[config.mk]
export PLATFORM = sky130hd
export DESIGN_NAME = fp_div
export DESIGN_NICKNAME = d
export VERILOG_FILES = /design/src/rtl/fp_div.sv
export SDC_FILE = /design/constraint.sdc
export NUM_CORES = 1
export LEC_CHECK = 0
export ABC_AREA = 1
export CAP_MARGIN = 25
export CORE_AREA = 2 2 125 151
export DETAILED_ROUTE_END_ITERATION = 16
export DIE_AREA = 0 0 127 153
export DONT_BUFFER_PORTS = 1
export HOLD_SLACK_MARGIN = 0.12
export SLEW_MARGIN = 40
export SYNTH_ARGS = -nofsm -noshare
export SYNTH_HDL_FRONTEND = slang
export SYNTH_SLANG_ARGS = --single-unit
[constraint.sdc]
create_clock -name clk -period 3.1 [get_ports clk]
set_input_delay 0.93 -clock clk [delete_from_list [all_inputs] [get_ports clk]]
set_output_delay 0.93 -clock clk [all_outputs]
set_load 0.05 [all_outputs]
[src/rtl/fp_div.sv]
`default_nettype none
// ============================================================================
// Module   : fp_div
// Brief    : IEEE-754 binary16 divider; 13-cycle restoring iteration, RNE rounding.
//            Define FP_DIV_SUBNORMAL_EN for gradual underflow (default: flush to zero).
// Revision : 1.0
// ============================================================================
module fp_div (
    input  logic        clk,
    input  logic        rst_n,
    input  logic        in_valid,
    output logic        in_ready,
    input  logic [15:0] op_a,
    input  logic [15:0] op_b,
    output logic        out_valid,
    input  logic        out_ready,
    output logic [15:0] q,
    output logic        sNaN_o,
    output logic        qNaN_o,
    output logic        infinity_o,
    output logic        zero_o,
    output logic        subnormal_o,
    output logic        normal_o,
    output logic        div_zero_o
);

`ifdef FP_DIV_SUBNORMAL_EN
    localparam logic c_SUB_EN = 1'b1;
`else
    localparam logic c_SUB_EN = 1'b0;
`endif

    localparam logic [2:0] c_IDLE = 3'd0;
    localparam logic [2:0] c_PRE  = 3'd1;
    localparam logic [2:0] c_CALC = 3'd2;
    localparam logic [2:0] c_RND  = 3'd3;
    localparam logic [2:0] c_DONE = 3'd4;

    // {sNaN, qNaN, inf, zero}; subnormals count as zero when gradual underflow is off
    function automatic logic [3:0] classify(input logic [14:0] x);
        logic e_max;
        logic f_nz;
        e_max = &x[14:10];
        f_nz  = |x[9:0];
        classify = {e_max & f_nz & ~x[9], e_max & x[9], e_max & ~f_nz,
                    (x[14:10] == 5'd0) & (~f_nz | ~c_SUB_EN)};
    endfunction

    function automatic logic [3:0] norm_shift(input logic [9:0] f);
        norm_shift = 4'd0;
        for (int i = 0; i < 10; i++)
            if (f[i]) norm_shift = 4'(10 - i);
    endfunction

    // {unbiased exponent[7:0], significand with hidden bit[10:0]}
    function automatic logic [18:0] unpack(input logic [14:0] x);
        logic [3:0] sh;
        sh = norm_shift(x[9:0]);
        if (x[14:10] != 5'd0)
            unpack = {8'({3'b0, x[14:10]}) - 8'd15, 1'b1, x[9:0]};
        else
            unpack = {8'd0 - 8'd14 - 8'({4'b0, sh}), 11'({1'b0, x[9:0]} << sh)};
    endfunction

    logic [2:0]         r_state;
    logic [15:0]        r_a, r_b;
    logic               r_sign, r_special;
    logic signed [7:0]  r_exp;
    logic [10:0]        r_mb, r_mant;
    logic [11:0]        r_rem;
    logic [12:0]        r_quo;
    logic [3:0]         r_cnt;
    logic               r_out_valid;
    logic [15:0]        r_q;
    logic [6:0]         r_flags;

    logic [3:0]         w_cls_ia, w_cls_ib, w_ca, w_cb;
    logic               w_in_special;
    logic [18:0]        w_ua, w_ub;
    logic [12:0]        w_diff;
    logic               w_ge;
    logic [11:0]        w_rem_sel;
    logic               w_msb, w_g0, w_s0, w_den, w_g1, w_s1, w_up;
    logic [10:0]        w_m0, w_m1, w_mn, w_rnd_mant;
    logic signed [7:0]  w_e0, w_e1, w_er, w_shf;
    logic [3:0]         w_sh;
    logic [24:0]        w_ext;
    logic [11:0]        w_mr;
    logic [15:0]        w_res_q;
    logic [6:0]         w_res_fl;

    assign w_cls_ia     = classify(op_a[14:0]);
    assign w_cls_ib     = classify(op_b[14:0]);
    assign w_in_special = (|w_cls_ia) | (|w_cls_ib);
    assign w_ca         = classify(r_a[14:0]);
    assign w_cb         = classify(r_b[14:0]);
    assign w_ua         = unpack(r_a[14:0]);
    assign w_ub         = unpack(r_b[14:0]);

    assign w_diff    = {1'b0, r_rem} - {2'b0, r_mb};
    assign w_ge      = ~w_diff[12];
    assign w_rem_sel = w_ge ? w_diff[11:0] : r_rem;

    // Quotient lies in (0.5, 2): a clear MSB means one extra normalising shift
    assign w_msb = r_quo[12];
    assign w_m0  = w_msb ? r_quo[12:2] : r_quo[11:1];
    assign w_g0  = w_msb ? r_quo[1] : r_quo[0];
    assign w_s0  = (w_msb & r_quo[0]) | (|r_rem);
    assign w_e0  = w_msb ? r_exp : r_exp - 8'sd1;

    // Denormalising shift saturates at 13: beyond that only sticky survives
    assign w_den = c_SUB_EN && (w_e0 < -8'sd14);
    assign w_shf = -8'sd14 - w_e0;
    assign w_sh  = w_den ? ((w_shf > 8'sd13) ? 4'd13 : w_shf[3:0]) : 4'd0;
    assign w_ext = {w_m0, w_g0, 13'b0} >> w_sh;
    assign w_m1  = w_ext[24:14];
    assign w_g1  = w_ext[13];
    assign w_s1  = w_s0 | (|w_ext[12:0]);
    assign w_e1  = w_den ? -8'sd14 : w_e0;

    assign w_up       = w_g1 & (w_s1 | w_m1[0]);
    assign w_mr       = {1'b0, w_m1} + {11'b0, w_up};
    assign w_er       = w_mr[11] ? w_e1 + 8'sd1 : w_e1;
    assign w_mn       = w_mr[11] ? w_mr[11:1] : w_mr[10:0];
    assign w_rnd_mant = (!c_SUB_EN && (w_er < -8'sd14)) ? 11'd0 : w_mn;

    // Result packing; flag order {sNaN, qNaN, inf, zero, subnormal, normal, div_zero}
    always_comb begin
        w_res_q  = 16'h0000;
        w_res_fl = 7'b0000000;
        if (r_special) begin
            if (w_ca[3]) begin
                w_res_q = r_a | 16'h0200;  w_res_fl = 7'b1000000;
            end else if (w_cb[3]) begin
                w_res_q = r_b | 16'h0200;  w_res_fl = 7'b1000000;
            end else if (w_ca[2]) begin
                w_res_q = r_a;             w_res_fl = 7'b0100000;
            end else if (w_cb[2]) begin
                w_res_q = r_b;             w_res_fl = 7'b0100000;
            end else if ((w_ca[0] & w_cb[0]) | (w_ca[1] & w_cb[1])) begin
                w_res_q = 16'h7E00;        w_res_fl = 7'b0100000;
            end else if (w_ca[1]) begin
                w_res_q = {r_sign, 15'h7C00}; w_res_fl = 7'b0010000;
            end else if (w_cb[0]) begin
                w_res_q = {r_sign, 15'h7C00}; w_res_fl = 7'b0010001;
            end else begin
                w_res_q = {r_sign, 15'h0000}; w_res_fl = 7'b0001000;
            end
        end else if (r_exp > 8'sd15) begin
            w_res_q = {r_sign, 15'h7C00}; w_res_fl = 7'b0010000;
        end else if (r_mant[10]) begin
            w_res_q = {r_sign, r_exp[4:0] + 5'd15, r_mant[9:0]}; w_res_fl = 7'b0000010;
        end else if ((r_mant == 11'd0) || !c_SUB_EN) begin
            w_res_q = {r_sign, 15'h0000}; w_res_fl = 7'b0001000;
        end else begin
            w_res_q = {r_sign, 5'd0, r_mant[9:0]}; w_res_fl = 7'b0000100;
        end
    end

    always_ff @(posedge clk or negedge rst_n) begin
        if (!rst_n) begin
            r_state     <= c_IDLE;
            r_a         <= 16'h0000;
            r_b         <= 16'h0000;
            r_sign      <= 1'b0;
            r_special   <= 1'b0;
            r_exp       <= 8'sd0;
            r_mb        <= 11'd0;
            r_mant      <= 11'd0;
            r_rem       <= 12'd0;
            r_quo       <= 13'd0;
            r_cnt       <= 4'd0;
            r_out_valid <= 1'b0;
            r_q         <= 16'h0000;
            r_flags     <= 7'b0000000;
        end else begin
            case (r_state)
                c_IDLE: if (in_valid) begin
                    r_a       <= op_a;
                    r_b       <= op_b;
                    r_sign    <= op_a[15] ^ op_b[15];
                    r_special <= w_in_special;
                    r_state   <= w_in_special ? c_DONE : c_PRE;
                end
                c_PRE: begin
                    r_exp   <= w_ua[18:11] - w_ub[18:11];
                    r_rem   <= {1'b0, w_ua[10:0]};
                    r_mb    <= w_ub[10:0];
                    r_quo   <= 13'd0;
                    r_cnt   <= 4'd0;
                    r_state <= c_CALC;
                end
                c_CALC: begin
                    r_quo <= {r_quo[11:0], w_ge};
                    r_rem <= {w_rem_sel[10:0], 1'b0};
                    r_cnt <= r_cnt + 4'd1;
                    if (r_cnt == 4'd12) r_state <= c_RND;
                end
                c_RND: begin
                    r_mant  <= w_rnd_mant;
                    r_exp   <= w_er;
                    r_state <= c_DONE;
                end
                c_DONE: if (!r_out_valid) begin
                    r_q         <= w_res_q;
                    r_flags     <= w_res_fl;
                    r_out_valid <= 1'b1;
                end else if (out_ready) begin
                    r_out_valid <= 1'b0;
                    r_state     <= c_IDLE;
                end
                default: r_state <= c_IDLE;
            endcase
        end
    end

    assign in_ready    = (r_state == c_IDLE);
    assign out_valid   = r_out_valid;
    assign q           = r_q;
    assign sNaN_o      = r_flags[6];
    assign qNaN_o      = r_flags[5];
    assign infinity_o  = r_flags[4];
    assign zero_o      = r_flags[3];
    assign subnormal_o = r_flags[2];
    assign normal_o    = r_flags[1];
    assign div_zero_o  = r_flags[0];

endmodule
`default_nettype wire

==> results list <==
* TritonRoute pass-1 iters: 5
* Number of different library cells in the post-synthesis netlist: 52
* Clk sinks: 119
* Final critical delay including setup and external delays: 2.95 ns
- Post-Synthesis Cells: 1,101
* Final weighted congestion in routability-driven placement: 0.940
- STA puts the critical path data required time at 3.46 ns.
- Global routing usage summed across all routing layers: 25.8%
- Vias: 7,704
* Via count of the first global-routing pass: 7,479
* Cell taking the most area after synthesis: dfrtp_1
- The tool flagged a number of max-cap violations equal to 0.
- Most common cell in the netlist: nand2_1
- The run finished with clean final reports.
* Worst-case headroom to the max-slew limit: 46.4%
- After the first detailed-routing iteration, the DRC count stood at 724.
* Slack of the worst reg-to-reg path: 0.15 ns
- Die Span Y: 153 um
* Wire length per cell: 17.7 um
- Pin count of the biggest net entering global routing: 120
- The worst hold path belongs to the class input port to asynchronous set/reset pin.
- Once the floorplan was initialized, standard cells occupied 44.3% of the core.
* Syn Std Cell Area: 0.00797 mm2
* Worst hold slack after final layout: 0.193 ns
- Clk pwr share: 18.0%
* Clock tree from TritonCTS: done
- Pwr Total: 11.5 mW
- For the worst-skew pair, the clock arrives at the later sink with an insertion delay of 0.43 ns.
- Top cells by area in the synthesized netlist: dfrtp_1 37%, nand2_1 13%, o21ai_0 7.3%
- After the last flow step, the layout net total stands at 1,206.
* Transition time at the pin with the least slew margin: 0.797 ns
- The floorplan step defined a core boundary enclosing 0.0180 mm2.
* Maximum fanout encountered on the critical timing path: 4
- Part of the total power dissipated in sequential elements: 24.9%
- The cell family contributing the most delay on the critical path is compound AO/OA/AOI/OAI gates.
- The longest clock path from root to sink contains 2 buffers.
* Fin. max-slew vios: 0
* Final setup violation count: 0
- The average instance in the mapped netlist occupies 7.24 um2.
- By instance count, the cell type seen most on the critical path is nand2_1.
- The die covers 0.0194 mm2.
- After legalization and detailed placement, the total HPWL measured 18,100 um.
* CP Cell Sequence: nor2_1, a21oi_2, nor2_1, a21oi_2, ha_2, inv_1, a21oi_1, a32oi_1, ha_1, nand2_1, nand2_1, a31oi_2, or2_4, nand2_1, a21oi_2, nand3_1, a21oi_1, o21ai_1, nand2_1
* Signal arrival time at the worst endpoint: 3.31 ns
* Finished Cell Area: 0.00914 mm2
- For this design the static power due to leakage is 4.26 nW.
- Primary flip-flop cell chosen by synthesis mapping: dfrtp_1
* Warnings from Yosys: 0
* NetSw: 5.66 mW
- Count of inserted antenna diode cells: 0
- Number of port buffers: 0
* Clk_skew: 0.00809 ns
* Critical path endpoint category: flop
* Part of the total power dissipated in combinational logic: 57.1%
* Share of post-route cells with drive strength above 1: 11.8%
- End-of-flow core utilization: 50.9%
- In this design, the stage delay of the slowest critical-path cell is 0.43 ns.
- Antenna violations before repair: 1
- Compared with the post-synthesis result, the final layout area differs by 14.7%.
- Clock root buffer master: clkbuf_16
* First-pass GRT wire length: 39,400 um
- Global routing finished with a remaining overflow of 0.
- Endpoints failing hold: 0
- The number of buffers and inverters on the critical path is 1.
* Async S/R FF share, synth: 100%
- After detailed routing, the number of remaining DRC violations is 0.
- By count the netlist is led by 285 x nand2_1, 126 x inv_1, 119 x dfrtp_1.
* Dpl cell area: 0.00841 mm2
- After clock tree synthesis, the clock-pin slew on the worst setup and hold paths is 0.06 ns.
- Via count normalized by instance count: 5.60
* Highest ir drop seen on vdd: 0.000590 V
- Post-route setup TNS: 0 ns
* Yosys reg bits: 119
- The number of nets in the synthesized netlist is 1,169.
* Unrepaired setup endpoints after global routing: true
* Sequential cell area fraction in the yosys report: 37.4%
- Number of cell rows: 54
- Highest attainable clock frequency: 339 MHz
- H-tree depth: 4
* I/O pin cnt: 61
- Net switching is 49.2% of the power.
* Cts bufs inserted: 17
* Ratio of final minimum period to clock period: 95.0%
- Die boundary width: 127 um
* Hold-fix buffer count after cts: 0
* Routed wire length: 24,300 um
* Internal power: 5.84 mW
* Number of enable-type register cells in the synthesized netlist: 0
- The worst setup path is launched from a flop.
- Post-synth top area share: 37.4%
- The worst setup path is of the flop to flop kind.
- Total power density per cell area: 1260 mW/mm2
- Final antenna-violating net count: 0
* Cell with the biggest individual delay on the critical path: dfrtp_2
-- flip-flops by register name, indices dropped and copies added (netlist names), 6 cells and up --
signal and flops:
q 16, r_mant 11, r_mb 11, r_a 16
r_exp 8, r_quo 13, r_flags 6, r_rem 12
r_b 16
-- layout make-up --
type                       count  area, um2
timing repair buffer          53        402
multi-input combinational    810       4360
fill                        1788       8830
sequential                   119       2980
clock inverter                15        178
clock buffer                  17        425
inverter                     137        514
tap                          224        280
-- through the flow --
stage / worst slack, ns / instances
finish: 0.154 / 1375
global route: -0.0896 / 1375
CTS: 0.109 / 1364
detailed placement: 0.147 / 1332
global placement: 0.200 / 1332
floorplan: 0.0474 / 1101
-- timing repair --
item | 4_1_cts | 5_1_grt
endpoints found under the setup margin | 0 | 11
buffers inserted | 0 | 11
endpoints found under the hold margin | 0 | 0
gates resized for setup | 0 | 27
-- power by group through the flow --
stage | clock network (mW) | logic, mW | registers (mW)
after floorplan | 0 | 4.41 | 2.75
after global placement | 0 | 6.12 | 2.87
after detailed placement | 0 | 6.12 | 2.88
after CTS | 2.10 | 6.17 | 2.85
after global routing | 2.17 | 7.40 | 2.94
final | 2.07 | 6.56 | 2.87
-- worst paths after layout --
| path | start | end | depth (start not counted) |
|---|---|---|---|
| max reg2reg | r_b[3] | r_exp[7] | 19 |
| min in group clk | r_cnt[3] | r_cnt[3] | 1 |
| max | r_b[3] | r_exp[7] | 19 |
| max in group asynchronous | rst_n | r_quo[12] | 0 |
| min reg2reg | r_cnt[3] | r_cnt[3] | 1 |
| min | rst_n | r_flags[1] | 0 |
-- metal layers --
layer	track usage, %	vias up	wire [um]
met4	9.99	0	811
met1	34.1	3606	10700
met2	42.4	249	11600
met5	0	-	0
met3	4.13	51	1140
li1	-	3798	-
-- cell usage in the layout (no fill, tap or decap), drive strengths merged, types with 4 or more instances in the layout --
cell / n
nand4: 12
nand2: 290
ha: 30
a21oi: 48
o21bai: 4
nor3: 12
a31oi: 9
clkinv: 16
a2bb2oi: 6
clkbuf: 17
xnor2: 8
nor4: 5
nor2: 71
o31ai: 4
dfrtp: 119
inv: 132
a32oi: 10
a22oi: 16
buf: 53
xor2: 15
o22ai: 24
or2: 4
o21ai: 128
o211ai: 11
nand3: 81
-- cell families after synthesis --
kind of cell / after synthesis / share of synthesized area (%)
DFF: 119 / 37.4
buffers and inverters: 172 / 8.51
adders and majority gates: 32 / 5.21
other: 1 / 0.0471
xor gates and xnor gates: 23 / 2.53
AOI/OAI and AO/OA: 275 / 20.5
and+or+nand+nor: 479 / 25.8
Power figures use the tool's default switching activity.
